### src/rtl/track_arb_pkg.sv
// Shared types for the track ROM arbiter: read-source tags carried alongside
// every ROM access so returned tile IDs can be routed back to their originator.
package track_arb_pkg;

    localparam int TRACK_ADDR_W = 8;
    localparam int TILE_W       = 4;

    typedef enum logic [1:0] {
        SRC_NONE   = 2'd0,
        SRC_RENDER = 2'd1,
        SRC_PHYS0  = 2'd2,
        SRC_PHYS1  = 2'd3
    } src_e;

    typedef struct packed {
        logic valid;
        src_e src;
    } tag_t;

    localparam tag_t TAG_IDLE = '{valid: 1'b0, src: SRC_NONE};

endpackage

### src/rtl/rr_pick2.sv
// Two-way round-robin picker: the requester named by ptr wins if it is asking,
// otherwise the other one does. Purely combinational; the pointer lives upstream.
module rr_pick2 (
    input  logic [1:0] req,
    input  logic       ptr,
    output logic [1:0] gnt
);

    // NOTE: combinational outputs get a default before any branch so no path infers a latch.
    always_comb begin
        gnt = 2'b00;
        if (ptr == 1'b0) begin
            if (req[0])      gnt = 2'b01;
            else if (req[1]) gnt = 2'b10;
        end else begin
            if (req[1])      gnt = 2'b10;
            else if (req[0]) gnt = 2'b01;
        end
    end

endmodule

### src/rtl/track_rom_arbiter.sv
// Shares the single-port track tile ROM between the renderer (absolute priority)
// and two physics requesters (round-robin in idle render slots), tagging every read.
module track_rom_arbiter
    import track_arb_pkg::*;
#(
    parameter int ADDR_W       = TRACK_ADDR_W,
    parameter int DATA_W       = TILE_W,
    parameter int RD_LAT       = 2,
    parameter int STARVE_LIMIT = 1024
) (
    input  logic                clk_in,
    input  logic                rst_in,
    input  logic                render_valid_in,
    input  logic [ADDR_W-1:0]   render_addr_in,
    output logic                render_valid_out,
    output logic [DATA_W-1:0]   render_data_out,
    input  logic [1:0]          phys_req_in,
    input  logic [2*ADDR_W-1:0] phys_addr_in,
    output logic [1:0]          phys_gnt_out,
    output logic [1:0]          phys_rvalid_out,
    output logic [DATA_W-1:0]   phys_rdata_out,
    output logic [1:0]          starve_out,
    output logic [ADDR_W-1:0]   rom_addr_out,
    output logic                rom_en_out,
    input  logic [DATA_W-1:0]   rom_data_in
);

    localparam int PIPE_D = 1 + RD_LAT;
    localparam int CNT_W  = $clog2(STARVE_LIMIT + 1);
    localparam logic [CNT_W-1:0] LIMIT_C = CNT_W'(STARVE_LIMIT);

    logic                    ptr_q, ptr_d;
    logic [ADDR_W-1:0]       rom_addr_q, rom_addr_d;
    logic                    rom_en_q, rom_en_d;
    tag_t                    iss_tag_q, iss_tag_d;
    tag_t [PIPE_D-1:0]       tag_q, tag_d;
    tag_t                    tail;
    logic                    render_valid_q, render_valid_d;
    logic [DATA_W-1:0]       render_data_q, render_data_d;
    logic [1:0]              phys_rvalid_q, phys_rvalid_d;
    logic [DATA_W-1:0]       phys_rdata_q, phys_rdata_d;
    logic [1:0][CNT_W-1:0]   cnt_q, cnt_d;
    logic [1:0]              starve_q, starve_d;
    logic [1:0]              phys_req_open;
    logic [1:0]              phys_gnt;

    // A render request closes the physics arbiter for the cycle, so the pointer cannot move.
    assign phys_req_open = render_valid_in ? 2'b00 : phys_req_in;

    rr_pick2 u_pick (
        .req (phys_req_open),
        .ptr (ptr_q),
        .gnt (phys_gnt)
    );

    always_comb begin
        ptr_d      = ptr_q;
        rom_addr_d = rom_addr_q;
        rom_en_d   = 1'b0;
        iss_tag_d  = TAG_IDLE;
        if (render_valid_in) begin
            rom_addr_d = render_addr_in;
            rom_en_d   = 1'b1;
            iss_tag_d  = '{valid: 1'b1, src: SRC_RENDER};
        end else if (phys_gnt[0]) begin
            rom_addr_d = phys_addr_in[0 +: ADDR_W];
            rom_en_d   = 1'b1;
            iss_tag_d  = '{valid: 1'b1, src: SRC_PHYS0};
            ptr_d      = 1'b1;
        end else if (phys_gnt[1]) begin
            rom_addr_d = phys_addr_in[ADDR_W +: ADDR_W];
            rom_en_d   = 1'b1;
            iss_tag_d  = '{valid: 1'b1, src: SRC_PHYS1};
            ptr_d      = 1'b0;
        end
    end

    // The issue tag sits beside rom_addr_out; the pipe then covers the ROM's own
    // address register plus RD_LAT, so the tail lines up with rom_data_in.
    always_comb begin
        tag_d[0] = iss_tag_q;
        for (int k = 1; k < PIPE_D; k++) begin
            tag_d[k] = tag_q[k-1];
        end
    end

    assign tail = tag_q[PIPE_D-1];

    always_comb begin
        render_valid_d = 1'b0;
        render_data_d  = render_data_q;
        phys_rvalid_d  = 2'b00;
        phys_rdata_d   = phys_rdata_q;
        if (tail.valid) begin
            unique case (tail.src)
                SRC_RENDER: begin
                    render_valid_d = 1'b1;
                    render_data_d  = rom_data_in;
                end
                SRC_PHYS0: begin
                    phys_rvalid_d = 2'b01;
                    phys_rdata_d  = rom_data_in;
                end
                SRC_PHYS1: begin
                    phys_rvalid_d = 2'b10;
                    phys_rdata_d  = rom_data_in;
                end
                default: ;
            endcase
        end
    end

    always_comb begin
        cnt_d    = cnt_q;
        starve_d = starve_q;
        for (int i = 0; i < 2; i++) begin
            if (phys_req_in[i] && !phys_gnt[i]) begin
                if (cnt_q[i] != LIMIT_C) cnt_d[i] = cnt_q[i] + CNT_W'(1);
            end else begin
                cnt_d[i] = '0;
            end
            starve_d[i] = starve_q[i] | (cnt_d[i] == LIMIT_C);
        end
    end

    // NOTE: sequential state uses non-blocking assignments so every flop samples pre-edge values.
    always_ff @(posedge clk_in or negedge rst_in) begin
        if (!rst_in) begin
            ptr_q          <= 1'b0;
            rom_addr_q     <= '0;
            rom_en_q       <= 1'b0;
            iss_tag_q      <= TAG_IDLE;
            // NOTE: the tag pipe is reset (unlike a data store) so in-flight reads are dropped.
            tag_q          <= '0;
            render_valid_q <= 1'b0;
            render_data_q  <= '0;
            phys_rvalid_q  <= 2'b00;
            phys_rdata_q   <= '0;
            cnt_q          <= '0;
            starve_q       <= 2'b00;
        end else begin
            ptr_q          <= ptr_d;
            rom_addr_q     <= rom_addr_d;
            rom_en_q       <= rom_en_d;
            iss_tag_q      <= iss_tag_d;
            tag_q          <= tag_d;
            render_valid_q <= render_valid_d;
            render_data_q  <= render_data_d;
            phys_rvalid_q  <= phys_rvalid_d;
            phys_rdata_q   <= phys_rdata_d;
            cnt_q          <= cnt_d;
            starve_q       <= starve_d;
        end
    end

    assign phys_gnt_out     = phys_gnt;
    assign rom_addr_out     = rom_addr_q;
    assign rom_en_out       = rom_en_q;
    assign render_valid_out = render_valid_q;
    assign render_data_out  = render_data_q;
    assign phys_rvalid_out  = phys_rvalid_q;
    assign phys_rdata_out   = phys_rdata_q;
    assign starve_out       = starve_q;

endmodule

### config.mk
export PLATFORM = sky130hd
export DESIGN_NAME = track_rom_arbiter
export DESIGN_NICKNAME = d
export VERILOG_FILES = /design/src/rtl/track_arb_pkg.sv /design/src/rtl/rr_pick2.sv /design/src/rtl/track_rom_arbiter.sv
export SDC_FILE = /design/constraint.sdc
export NUM_CORES = 1
export LEC_CHECK = 0
export ABC_AREA = 1
export BUFFER_PORTS_ARGS = -buffer_cell sky130_fd_sc_hd__buf_2
export CAP_MARGIN = 20
export CORE_ASPECT_RATIO = 0.8
export CORE_MARGIN = 3
export CORE_UTILIZATION = 40
export DETAILED_ROUTE_END_ITERATION = 8
export PLACE_DENSITY = 0.64
export RECOVER_POWER = 100
export SLEW_MARGIN = 20
export SYNTH_ARGS = -nofsm -noshare
export SYNTH_HDL_FRONTEND = slang
export SYNTH_SLANG_ARGS = --single-unit
### constraint.sdc
create_clock -name clk_in -period 1.65 [get_ports clk_in]
set_input_delay 0.33 -clock clk_in [delete_from_list [all_inputs] [get_ports clk_in]]
set_output_delay 0.33 -clock clk_in [all_outputs]
set_load 0.005 [all_outputs]
Yosys cells after proc, flatten, opt, wreduce, memory -nomap -nowiden:

Cells that the tools add are included.
Widths: inputs -> output; s select.

* register bits after elaboration: 57
* input bits: 33
* output and inout port bits: 24
* word-level logic and storage cells: 65

* add/subtract/negate cells: 2
* eq/ne operators: 7
* muxes and demuxes: 25
* bitwise operators: 3
* reductions and logical operators: 10

Operators with widths (count)
* $mux 11: 4
* $mux 8: 3
* $add 11x1->11 const B: 2
* $eq 11x11->1 const B: 2
* $ne 11x11->1 const B: 2
* $mux 2: 6
* $mux 3: 3
* $mux 1: 8
* $reduce_and 2->1: 3
* $eq 2x2->1 const B: 2
* $pmux 2 s2: 1
* $reduce_bool 3->1: 1
* $eq 2x1->1 const B: 1
* $logic_and 1x1->1: 2
* $logic_not 1->1: 2
* $or 1x1->1: 2
* $reduce_bool 2->1: 1
* $reduce_or 2->1: 1
* $not 1->1: 1

Depth between registers and ports, before layout:

Gate-level depths: netlist of run 1.

* depth after elaboration: 9
* depth in mapped cells: 11

Cells and area by module:

A second synthesis of run 1 with hierarchy kept.

* cell total of the unflattened synthesis: 349
* area total of the unflattened synthesis: 2732.6 um^2

By module, submodules not included
* track_rom_arbiter: times used 1, cells each 345, area an instance 2705.1 um^2
* rr_pick2: times used 1, cells each 4, area an instance 27.5 um^2

Worst setup path before layout of run 1:

OpenSTA, ideal clock, no wires.

* path type: reg2reg
* start point: register cnt_q[12] (netlist name)
* end point: register starve_q[1] (netlist: starve_out[1])
* library setup time: 0.065 ns
* arrival: 1.290 ns
* path slack: 0.296 ns
* cell stages (with the launch flop): 12
* buffers on the path: 0
* path through: dfrtp_1 ha_1 nand3_1 nor2_2 nand2_1 nand2_1 nand2_1 nand2_1 nand2_1 nor2_2 nand3_1 nand2_1

* word-level cells in the longest chain between the ends: 5
* elaborated cells between the ends (all ways): 6

Ends and longest elaborated chain
* start, declared: RTL line track_rom_arbiter.sv:42 `logic [1:0][CNT_W-1:0] cnt_q, cnt_d;`
* start signal, assigned: RTL line track_rom_arbiter.sv:151 `cnt_q <= cnt_d;`
* $add 11x1->11 / $ne 11x11->1 (equally long branches): RTL line track_rom_arbiter.sv:118 `if (cnt_q[i] != LIMIT_C) cnt_d[i] = cnt_q[i] + CNT_W'(1);`
* $mux 11 (*): RTL line track_rom_arbiter.sv:118
* $mux 11 (*): RTL line track_rom_arbiter.sv:117 `if (phys_req_in[i] && !phys_gnt[i]) begin`
* $eq 11x11->1 (*): RTL line track_rom_arbiter.sv:122 `starve_d[i] = starve_q[i] | (cnt_d[i] == LIMIT_C);`
* $or 1x1->1 (*): RTL line track_rom_arbiter.sv:122
* net starve_d[1]: RTL line track_rom_arbiter.sv:43 `logic [1:0] starve_q, starve_d;`
* end signal, assigned: RTL line track_rom_arbiter.sv:152 `starve_q <= starve_d;`
* end, declared: RTL line track_rom_arbiter.sv:43

Mark *: on every way through the listed nets, which the timed path passes. The rest lies on a longest branch.
A chain may end at the register's enable or synchronous reset.

Worst setup path after layout of run 1:

* start point: register cnt_q[11] (netlist name)
* end point: register starve_q[1] (netlist: starve_out[1])

The elaborated chain is that of the path after synthesis.

==> results of run 1 <==
==> power by group through the flow <==
stage	clock (mW)	combinational, mW	sequential (mW)
finish	0.961	0.445	1.55
global route	1.06	0.514	1.57
CTS	0.997	0.463	1.55
detailed placement	0	0.459	1.58
global placement	0	0.446	1.58
floorplan	0	0.233	1.58
==> layout make-up <==
| type | count | area (sq um) |
|---|---|---|
| well taps | 84 | 105 |
| clock buffers | 7 | 96.3 |
| multi-input cells | 230 | 1130 |
| clock inverters | 1 | 30.0 |
| fillers | 660 | 3260 |
| repair buffers | 65 | 359 |
| inverters | 58 | 218 |
| flip-flops and latches | 56 | 1400 |
==> cells in the final DEF, fill, tap and decap left out <==
cell type / netlist / final
clkbuf_8: 0 / 7
buf_2: 3 / 43
buf_12: 0 / 2
nor2_2: 7 / 7
o21bai_1: 5 / 5
inv_1: 58 / 58
o21ai_1: 1 / 1
a21oi_1: 9 / 9
ha_1: 4 / 3
buf_4: 2 / 6
nand2_2: 5 / 3
o21ai_0: 20 / 20
nand3b_1: 2 / 2
nand2_1: 91 / 93
nand4_1: 4 / 4
nand3_1: 35 / 35
dlygate4sd3_1: 0 / 1
bufinv_16: 0 / 1
xnor2_1: 1 / 1
dfrtp_1: 56 / 56
xor2_1: 6 / 6
o22ai_1: 1 / 1
nor2_4: 5 / 5
clkbuf_1: 0 / 13
ha_2: 0 / 1
nor2_1: 30 / 30
nor3_1: 2 / 2
nand3_2: 2 / 2
==> registers in the layout, summed over array words and instances (netlist names) <==
name	cells
cnt_q	22
iss_tag_q	3
phys_rdata_out	4
phys_rvalid_out	2
ptr_q	1
render_data_out	4
render_valid_out	1
rom_addr_out	8
starve_out	2
tag_d	6
tag_q	3
==> cell usage after synthesis <==
| library cell | n | share of area |
|---|---|---|
| o21ai_0 | 20 | 0.036 |
| o21bai_1 | 5 | 0.013 |
| buf_4 | 2 | 0.0053 |
| xnor2_1 | 1 | 0.0031 |
| dfrtp_1 | 56 | 0.50 |
| a21oi_1 | 9 | 0.016 |
| nand3_2 | 2 | 0.0071 |
| buf_2 | 3 | 0.0053 |
| nand3b_1 | 2 | 0.0053 |
| ha_1 | 4 | 0.018 |
| nand4_1 | 4 | 0.0089 |
| inv_1 | 58 | 0.077 |
| nor2_1 | 30 | 0.040 |
| nor2_4 | 5 | 0.020 |
| o21ai_1 | 1 | 0.0018 |
| nor3_1 | 2 | 0.0036 |
| nand3_1 | 35 | 0.062 |
| nor2_2 | 7 | 0.016 |
| buf_6 | 3 | 0.012 |
| xor2_1 | 6 | 0.019 |
| nand2_2 | 5 | 0.011 |
| o22ai_1 | 1 | 0.0022 |
| nand2_1 | 91 | 0.12 |
==> metrics by stage <==
| step | power, mW | cells |
|---|---|---|
| after global routing | 3.14 | 501 |
| after global placement | 2.02 | 491 |
| after detailed placement | 2.04 | 491 |
| after CTS | 3.01 | 500 |
| after floorplan | 1.81 | 352 |
| final | 2.96 | 501 |
==> critical path: stages, from the launching register on <==
cell	delay, ns
dfrtp_1	0.42
inv_1	0.10
ha_1	0.17
inv_1	0.05
nor2_1	0.08
nand3_1	0.08
o21bai_1	0.16
nand3_1	0.13
nand2_1	0.10
nor2_1	0.05
nand3_1	0.06
nand2_1	0.05
==> how the worst min path moves through the flow <==
stage	from	end	cells after the start
after floorplan	rst_in	cnt_q[0]$_DFF_PN0_	0
after global placement	rst_in	render_data_out[0]$_DFFE_PN0P_	1
final	rom_data_in[2]	phys_rdata_out[2]$_DFFE_PN0P_	3
after detailed placement	rst_in	render_data_out[0]$_DFFE_PN0P_	1
after global routing	rom_data_in[1]	render_data_out[1]$_DFFE_PN0P_	3
after CTS	rom_data_in[2]	phys_rdata_out[2]$_DFFE_PN0P_	3
==> timing repair <==
item / 4_1_cts / 5_1_grt
setup endpoints to repair: 0 / 2
hold buffers: 1 / 0
hold endpoints to repair: 12 / 0
resized for setup: 0 / 2
buffers inserted: 0 / 1
==> kinds of logic (layout without fill, tap and decap cells) <==
family	count (synthesis)	in the layout	synth area share
simple gates	183	183	0.295
buf+inv	66	131	0.0999
flops	56	56	0.497
compound gates	36	36	0.0688
fa+ha+maj	4	4	0.0178
xor+xnor	7	7	0.0217
==> routing by layer <==
layer  vias up  part of all wire
li1       1223                 -
met1      1044              0.50
met2        59              0.44
met3         2             0.057
met4         0            0.0041
met5         -                 0
==> impl_metrics.ini, run 1 <==
[cells_and_area]
layout-drive-gt1-share = 0.185
finalNetCount = 453
fin_util = 0.506
antenna_cells = 0
syn2layout_area_growth_pct = 18.6
final_area_sq_mm = 0.00334

[power]
ir_drop_mv = 0.532
pwr-share-seq = 0.525
p_sw_mw = 0.747
p_per_area_mw_per_mm2 = 885
intPower_mw = 2.21
clkPwrFrac = 0.325
p_sw_frac = 0.252
p_comb_frac = 0.150
p_leak_nw = 1.88

[clock_tree]
cts_tree = done
clk_pin_slew_worst_paths_ns = 0.10
root_buffer = clkbuf_8
htreeDepth = 2
clk_latency_ns = 0.30
cts_buffers = 5
cts_sinks = 56
cts_max_path_buffers = 2

[timing]
period_needed_ns = 1.55
finClkSkew_ns = 0.00413
whs_ns = 0.285
slew_violations = 0
worst_slew_pin_slew_ns = 0.833
fin_crit_sh = 0.939
slew_headroom = 0.444
setup_ws_ns = 0.100
final.setup.tns_ns = 0
max_freq_ghz = 0.645
hold_viol_final = 0
setup_viol = 0

[floorplan]
rows = 26
coreArea_sq_mm = 0.00660
die_area_sq_mm = 0.00810
ios = 57
die_w_microns = 99.9
initial_core_util = 0.427
die_h_microns = 81.1

[placement]
portBuffers = 56
dpl_worst_slack_ns = 0.138
globalplace.congestion = 0.836
hpwl_mm = 4.46
place_area_sq_mm = 0.00322

[grt]
grt_antenna_before_repair = 0
met1_usage = 0.219
use_met2 = 0.243
gr-usage-all-layers = 0.154
use_met3 = 0.0343
overflow = 0
busiest_layer = met2
grt_pass1_vias = 2215
grt_pass1_wl_mm = 10.1
grt_max_degree = 45

[critical_path]
rrSetupSlack_ns = 0.10
reg2reg_depth = 11
crit_path_start_kind = flop
crit_path_end_kind = flop
cp-startpoint = cnt_q[11]$_DFF_PN0_
cp.required_ns = 1.85
arrival_ns = 1.75
reg2reg_to = starve_out[1]$_DFF_PN0_
crit_type = flop to flop
rr_startpoint = cnt_q[11]$_DFF_PN0_
critPathCapture = starve_out[1]$_DFF_PN0_
crit_fanout = 4

[flow_run]
maxCapViolations = 0

[detailed_routing]
wl_per_cell_microns = 11.7
drt-pass1-iter-count = 4
vias = 2328
antenna_left = 0
detail_route.drc_violations = 0
first_iter_violations = 102
routed_wl_mm = 5.86
drt-vias-per-instance = 4.65

[synth]
seq_area_frac_synth = 0.497
synth.avg_cell_area_sq_um = 8.01
syn_inst = 352
ys_types = 23
syn_area_sq_mm = 0.00282
syn-num-nets = 389
ys_ff_latch = 56
synth_warnings = 0

[run_status]
status = finished clean

[hold_path]
hp-class = primary input to flop
Note: power is estimated with default switching activity, not from simulation.
==> run 2, diff against run 1 <==
--- a/config.mk
+++ b/config.mk
@@ -9,11 +9,12 @@
 export BUFFER_PORTS_ARGS = -buffer_cell sky130_fd_sc_hd__buf_2
 export CAP_MARGIN = 20
 export CORE_ASPECT_RATIO = 0.8
-export CORE_MARGIN = 3
-export CORE_UTILIZATION = 40
+export CORE_MARGIN = 4
+export CORE_UTILIZATION = 45
 export DETAILED_ROUTE_END_ITERATION = 8
-export PLACE_DENSITY = 0.64
+export PLACE_DENSITY = 0.7
 export RECOVER_POWER = 100
+export SETUP_SLACK_MARGIN = 0.4
 export SLEW_MARGIN = 20
 export SYNTH_ARGS = -nofsm -noshare
 export SYNTH_HDL_FRONTEND = slang
==> impl_metrics.ini, run 2 (synthesis gave the netlist of run 1 again) <==
[hold_path]
hp-class = primary input to flop

[timing]
setup_viol = 0
slew_headroom = 0.616
period_needed_ns = 1.53
final.setup.tns_ns = 0
whs_ns = 0.283
worst_slew_pin_slew_ns = 0.576
finClkSkew_ns = 0.00761
fin_crit_sh = 0.925
max_freq_ghz = 0.655
setup_ws_ns = 0.124
rsz0062_at_grt = true
slew_violations = 0
hold_viol_final = 0

[power]
power_mw = 2.92
ir_drop_mv = 0.405
p_per_area_mw_per_mm2 = 781
p_leak_nw = 2.00

[detailed_routing]
drt-pass1-iter-count = 4
antenna_left = 0
first_iter_violations = 80
detail_route.drc_violations = 0
routed_wl_mm = 6.22
vias = 2432
drt-vias-per-instance = 4.67
wl_per_cell_microns = 11.9

[grt]
grt_pass1_wl_mm = 10.3
grt_max_degree = 22
grt_antenna_before_repair = 0
overflow = 0
gr-usage-all-layers = 0.169
grt_pass1_vias = 2346

[clock_tree]
htreeDepth = 2
cts_max_path_buffers = 2
cts_tree = done
clk_pin_slew_worst_paths_ns = 0.11
clk_latency_ns = 0.30
cts_buffers = 5
cts_sinks = 56
root_buffer = clkbuf_8

[cells_and_area]
layout-drive-gt1-share = 0.334
antenna_cells = 0
finalNetCount = 476
layout_common_cells = 82 x nand2_1, 48 x inv_1, 47 x dfrtp_1, 45 x buf_2, 30 x nand3_1
largest_register_ffs = 22
regMostFlops = cnt_q
mostFrequentLayoutCell = nand2_1
stdcell_count = 521
fin_util = 0.621
final_area_sq_mm = 0.00373
syn2layout_area_growth_pct = 32.4

[placement]
place_area_sq_mm = 0.00324
dp_cells = 488
dpl_worst_slack_ns = 0.155
globalplace.congestion = 0.893
portBuffers = 56
hpwl_mm = 4.46

[critical_path]
crit_type = flop to output pin
cp.required_ns = 1.32
worst_path_dominant_cell_family = flip-flops
cpMostUsedCell = nand2_1
arrival_ns = 1.20
crit_path_end_kind = output pin
crit_fanout = 3
cp_slowest_cell = dfrtp_1
cpPeakStageDelay_ns = 0.40
cp_num_buf_inv = 2
path_cells = inv_2 -> nand2_1 -> nand2_1 -> nor2_4 -> clkbuf_1
crit_path_start_kind = flop

[floorplan]
die_area_sq_mm = 0.00760
rows = 25
die_h_microns = 78.8
die_w_microns = 96.5
ios = 57
coreArea_sq_mm = 0.00601
initial_core_util = 0.469

[flow_run]
maxCapViolations = 0

[run_status]
status = finished clean
[run 2: path summary, 6_finish.rpt]
path / startpoint / to / slack (ns) / depth (start not counted)
worst min register to register: tag_d[4]$_DFF_PN0_ / tag_d[7]$_DFF_PN0_ / 0.36 / 0
worst max-delay path: ptr_q$_DFFE_PN0P_ / phys_gnt_out[1] / 0.12 / 5
min in group asynchronous: rst_in / render_data_out[3]$_DFFE_PN0P_ / 0.54 / 2
worst min-delay path: rom_data_in[0] / render_data_out[0]$_DFFE_PN0P_ / 0.28 / 3
worst max register to register: cnt_q[0]$_DFF_PN0_ / starve_out[0]$_DFF_PN0_ / 0.18 / 11
max in group asynchronous: rst_in / cnt_q[17]$_DFF_PN0_ / 0.58 / 3
[run 2: report_power, final]
group | switching [mW] | internal [mW] | total (mW)
sequential | 0.0743 | 1.49 | 1.56
clock | 0.451 | 0.310 | 0.762
combinational | 0.311 | 0.280 | 0.590
total | 0.836 | 2.08 | 2.92
[run 2: cell type report]
type / instances / area [sq um]
Tap cell: 81 / 101
Inverter: 58 / 220
Multi-Input combinational cell: 230 / 1320
Clock inverter: 3 / 26.3
Sequential cell: 56 / 1410
Clock buffer: 5 / 68.8
Timing Repair Buffer: 88 / 579
Fill cell: 543 / 2270
[run 2: worst register-to-register path, cell delays in order (launching register included)]
cell and delay, ns:
dfrtp_1 0.45, ha_4 0.17, nand2_1 0.06, nor2_2 0.16, nand3_1 0.08, nand2_1 0.06, nand2_1 0.06, nand2_2 0.06
nand2_1 0.05, nor2_1 0.10, nand3_1 0.09, nand2_1 0.06
[run 2: what timing repair did]
action	in CTS	in global routing
gates resized for setup	34	50
hold endpoints to repair	17	0
pin swaps	11	15
setup buffers	13	11
hold buffers	1	0
setup endpoints to repair	19	28
cloned	0	0
[run 2: routing by layer]
metal / part of all wire / track usage / up-vias
met5: 0 / 0 / -
met4: 0.0031 / 0.0322 / 0
met3: 0.054 / 0.0313 / 2
met2: 0.46 / 0.263 / 60
met1: 0.49 / 0.247 / 1109
li1: - / - / 1261
==> run 3, diff against run 2 <==
==> constraint.sdc (replaced) <==
create_clock -name clk_in -period 1.65 [get_ports clk_in]
set_input_delay 0.33 -clock clk_in [delete_from_list [all_inputs] [get_ports clk_in]]
set_output_delay 0.33 -clock clk_in [all_outputs]
set_load 0.01 [all_outputs]
==> impl_metrics.ini, run 3 (synthesis gave the netlist of run 1 again) <==
[run_status]
status = finished clean

[placement]
portBuffers = 56
globalplace.congestion = 0.893
hpwl_mm = 4.46
place_area_sq_mm = 0.00324

[cells_and_area]
antenna_cells = 0
final_area_sq_mm = 0.00376
layout_common_cells = 81 x nand2_1, 49 x inv_1, 46 x dfrtp_1, 31 x buf_2, 29 x nand3_1
finalNetCount = 476
mostFrequentLayoutCell = nand2_1
num-fill-cells = 541
layout-drive-gt1-share = 0.314
multiInputGateArea_sq_mm = 0.00136
register_area_sq_mm = 0.00141
syn2layout_area_growth_pct = 33.4
regMostFlops = cnt_q
largest_register_ffs = 22

[timing]
worst_slew_pin_slew_ns = 0.584
slew_violations = 0
period_needed_ns = 1.49
hold_viol_final = 0
fin_crit_sh = 0.901
max_freq_ghz = 0.673
rsz0062_at_grt = true
setup_viol = 0
slew_headroom = 0.611
finClkSkew_ns = 0.00580
final.setup.tns_ns = 0

[clock_tree]
clk_latency_ns = 0.30
root_buffer = clkbuf_8
cts_sinks = 56
htreeDepth = 2
cts_tree = done
cts_buffers = 5
clk_pin_slew_worst_paths_ns = 0.11
cts_max_path_buffers = 2

[floorplan]
die_h_microns = 78.8
rows = 25
die_w_microns = 96.5
coreArea_sq_mm = 0.00601
ios = 57
initial_core_util = 0.469
die_area_sq_mm = 0.00760

[hold_path]
hp-class = primary input to flop
hold_path_depth = 3
hold_start = rom_data_in[0]
min_to = render_data_out[0]$_DFFE_PN0P_

[detailed_routing]
wl_per_cell_microns = 12.1
detail_route.drc_violations = 0
first_iter_violations = 88
drt-pass1-iter-count = 4
vias = 2443
routed_wl_mm = 6.29
antenna_left = 0
drt-vias-per-instance = 4.69

[critical_path]
reg2reg_depth = 11
arrival_ns = 1.69
crit_type = flop to flop
cp.required_ns = 1.85
crit_path_start_kind = flop
rr_startpoint = ptr_q$_DFFE_PN0P_
rrSetupSlack_ns = 0.16
crit_path_end_kind = flop
reg2reg_to = starve_out[1]$_DFF_PN0_
crit_fanout = 11

[grt]
gr-usage-all-layers = 0.172
grt_pass1_vias = 2388
overflow = 0
grt_pass1_wl_mm = 10.5
grt_max_degree = 22
grt_antenna_before_repair = 0

[flow_run]
maxCapViolations = 0

[power]
ir_drop_mv = 0.422
p_per_area_mw_per_mm2 = 786
p_leak_nw = 1.99
## run 3: worst max-delay path by stage
stage	start	endpoint	slack, ns	depth (start not counted)
after floorplan	cnt_q[12]$_DFF_PN0_	starve_out[1]$_DFF_PN0_	0.32	11
after global placement	render_valid_in	starve_out[1]$_DFF_PN0_	0.20	8
after detailed placement	cnt_q[0]$_DFF_PN0_	starve_out[0]$_DFF_PN0_	0.15	11
after CTS	ptr_q$_DFFE_PN0P_	phys_gnt_out[1]	0.17	5
after global routing	cnt_q[1]$_DFF_PN0_	starve_out[0]$_DFF_PN0_	0.04	11
final	ptr_q$_DFFE_PN0P_	starve_out[1]$_DFF_PN0_	0.16	11
## run 3: final cells by class
| cell class | count | share of cell area |
|---|---|---|
| Timing Repair Buffer | 88 | 0.151 |
| Clock inverter | 3 | 0.00699 |
| Multi-Input combinational cell | 230 | 0.362 |
| Tap cell | 81 | 0.0270 |
| Inverter | 58 | 0.0586 |
| Sequential cell | 56 | 0.376 |
| Clock buffer | 5 | 0.0183 |
## run 3: where the power goes
group          internal [mW]  switching, mW
Combinational          0.276          0.349
Sequential              1.49         0.0738
Clock                  0.310          0.455
Total                   2.08          0.878
## run 3: stage by stage
| stage | hold WS [ns] | power (mW) | worst slack (ns) | utilization | std cells |
|---|---|---|---|---|---|
| 3_5_place_dp | 0.327 | 2.08 | 0.155 | 0.540 | 488 |
| 4_1_cts | 0.274 | 2.95 | 0.167 | 0.601 | 512 |
| 5_1_grt | 0.282 | 3.12 | 0.0416 | 0.626 | 521 |
| 2_1_floorplan | 0.0344 | 1.85 | 0.324 | - | 352 |
| 6_report | 0.283 | 2.95 | 0.163 | 0.626 | 521 |
| 3_3_place_gp | 0.322 | 2.06 | 0.196 | 0.540 | 488 |
## run 3: routing by layer
metal  track usage  part of all wire
met1         0.244              0.48
met2         0.272              0.46
met3        0.0341             0.055
met4        0.0392            0.0056
met5             0                 0
## run 3: worst max-delay path, cell delays in order (launching register included)
cell     delay (ns)
dfrtp_1        0.39
inv_1          0.07
nand2_1        0.08
nand2_4        0.08
nor2_4         0.04
nor2_1         0.20
buf_12         0.16
nand3_1        0.11
nand2_1        0.08
nor2_1         0.05
nand3_1        0.08
nand2_1        0.05
## run 3: repair_timing
item                                    in CTS  in global routing
pin swaps                                   20                 30
hold buffers                                 1                  0
endpoints found under the setup margin      19                 28
buffers inserted                            15                  9
hold endpoints to repair                    17                  0
resized for setup                           43                 58
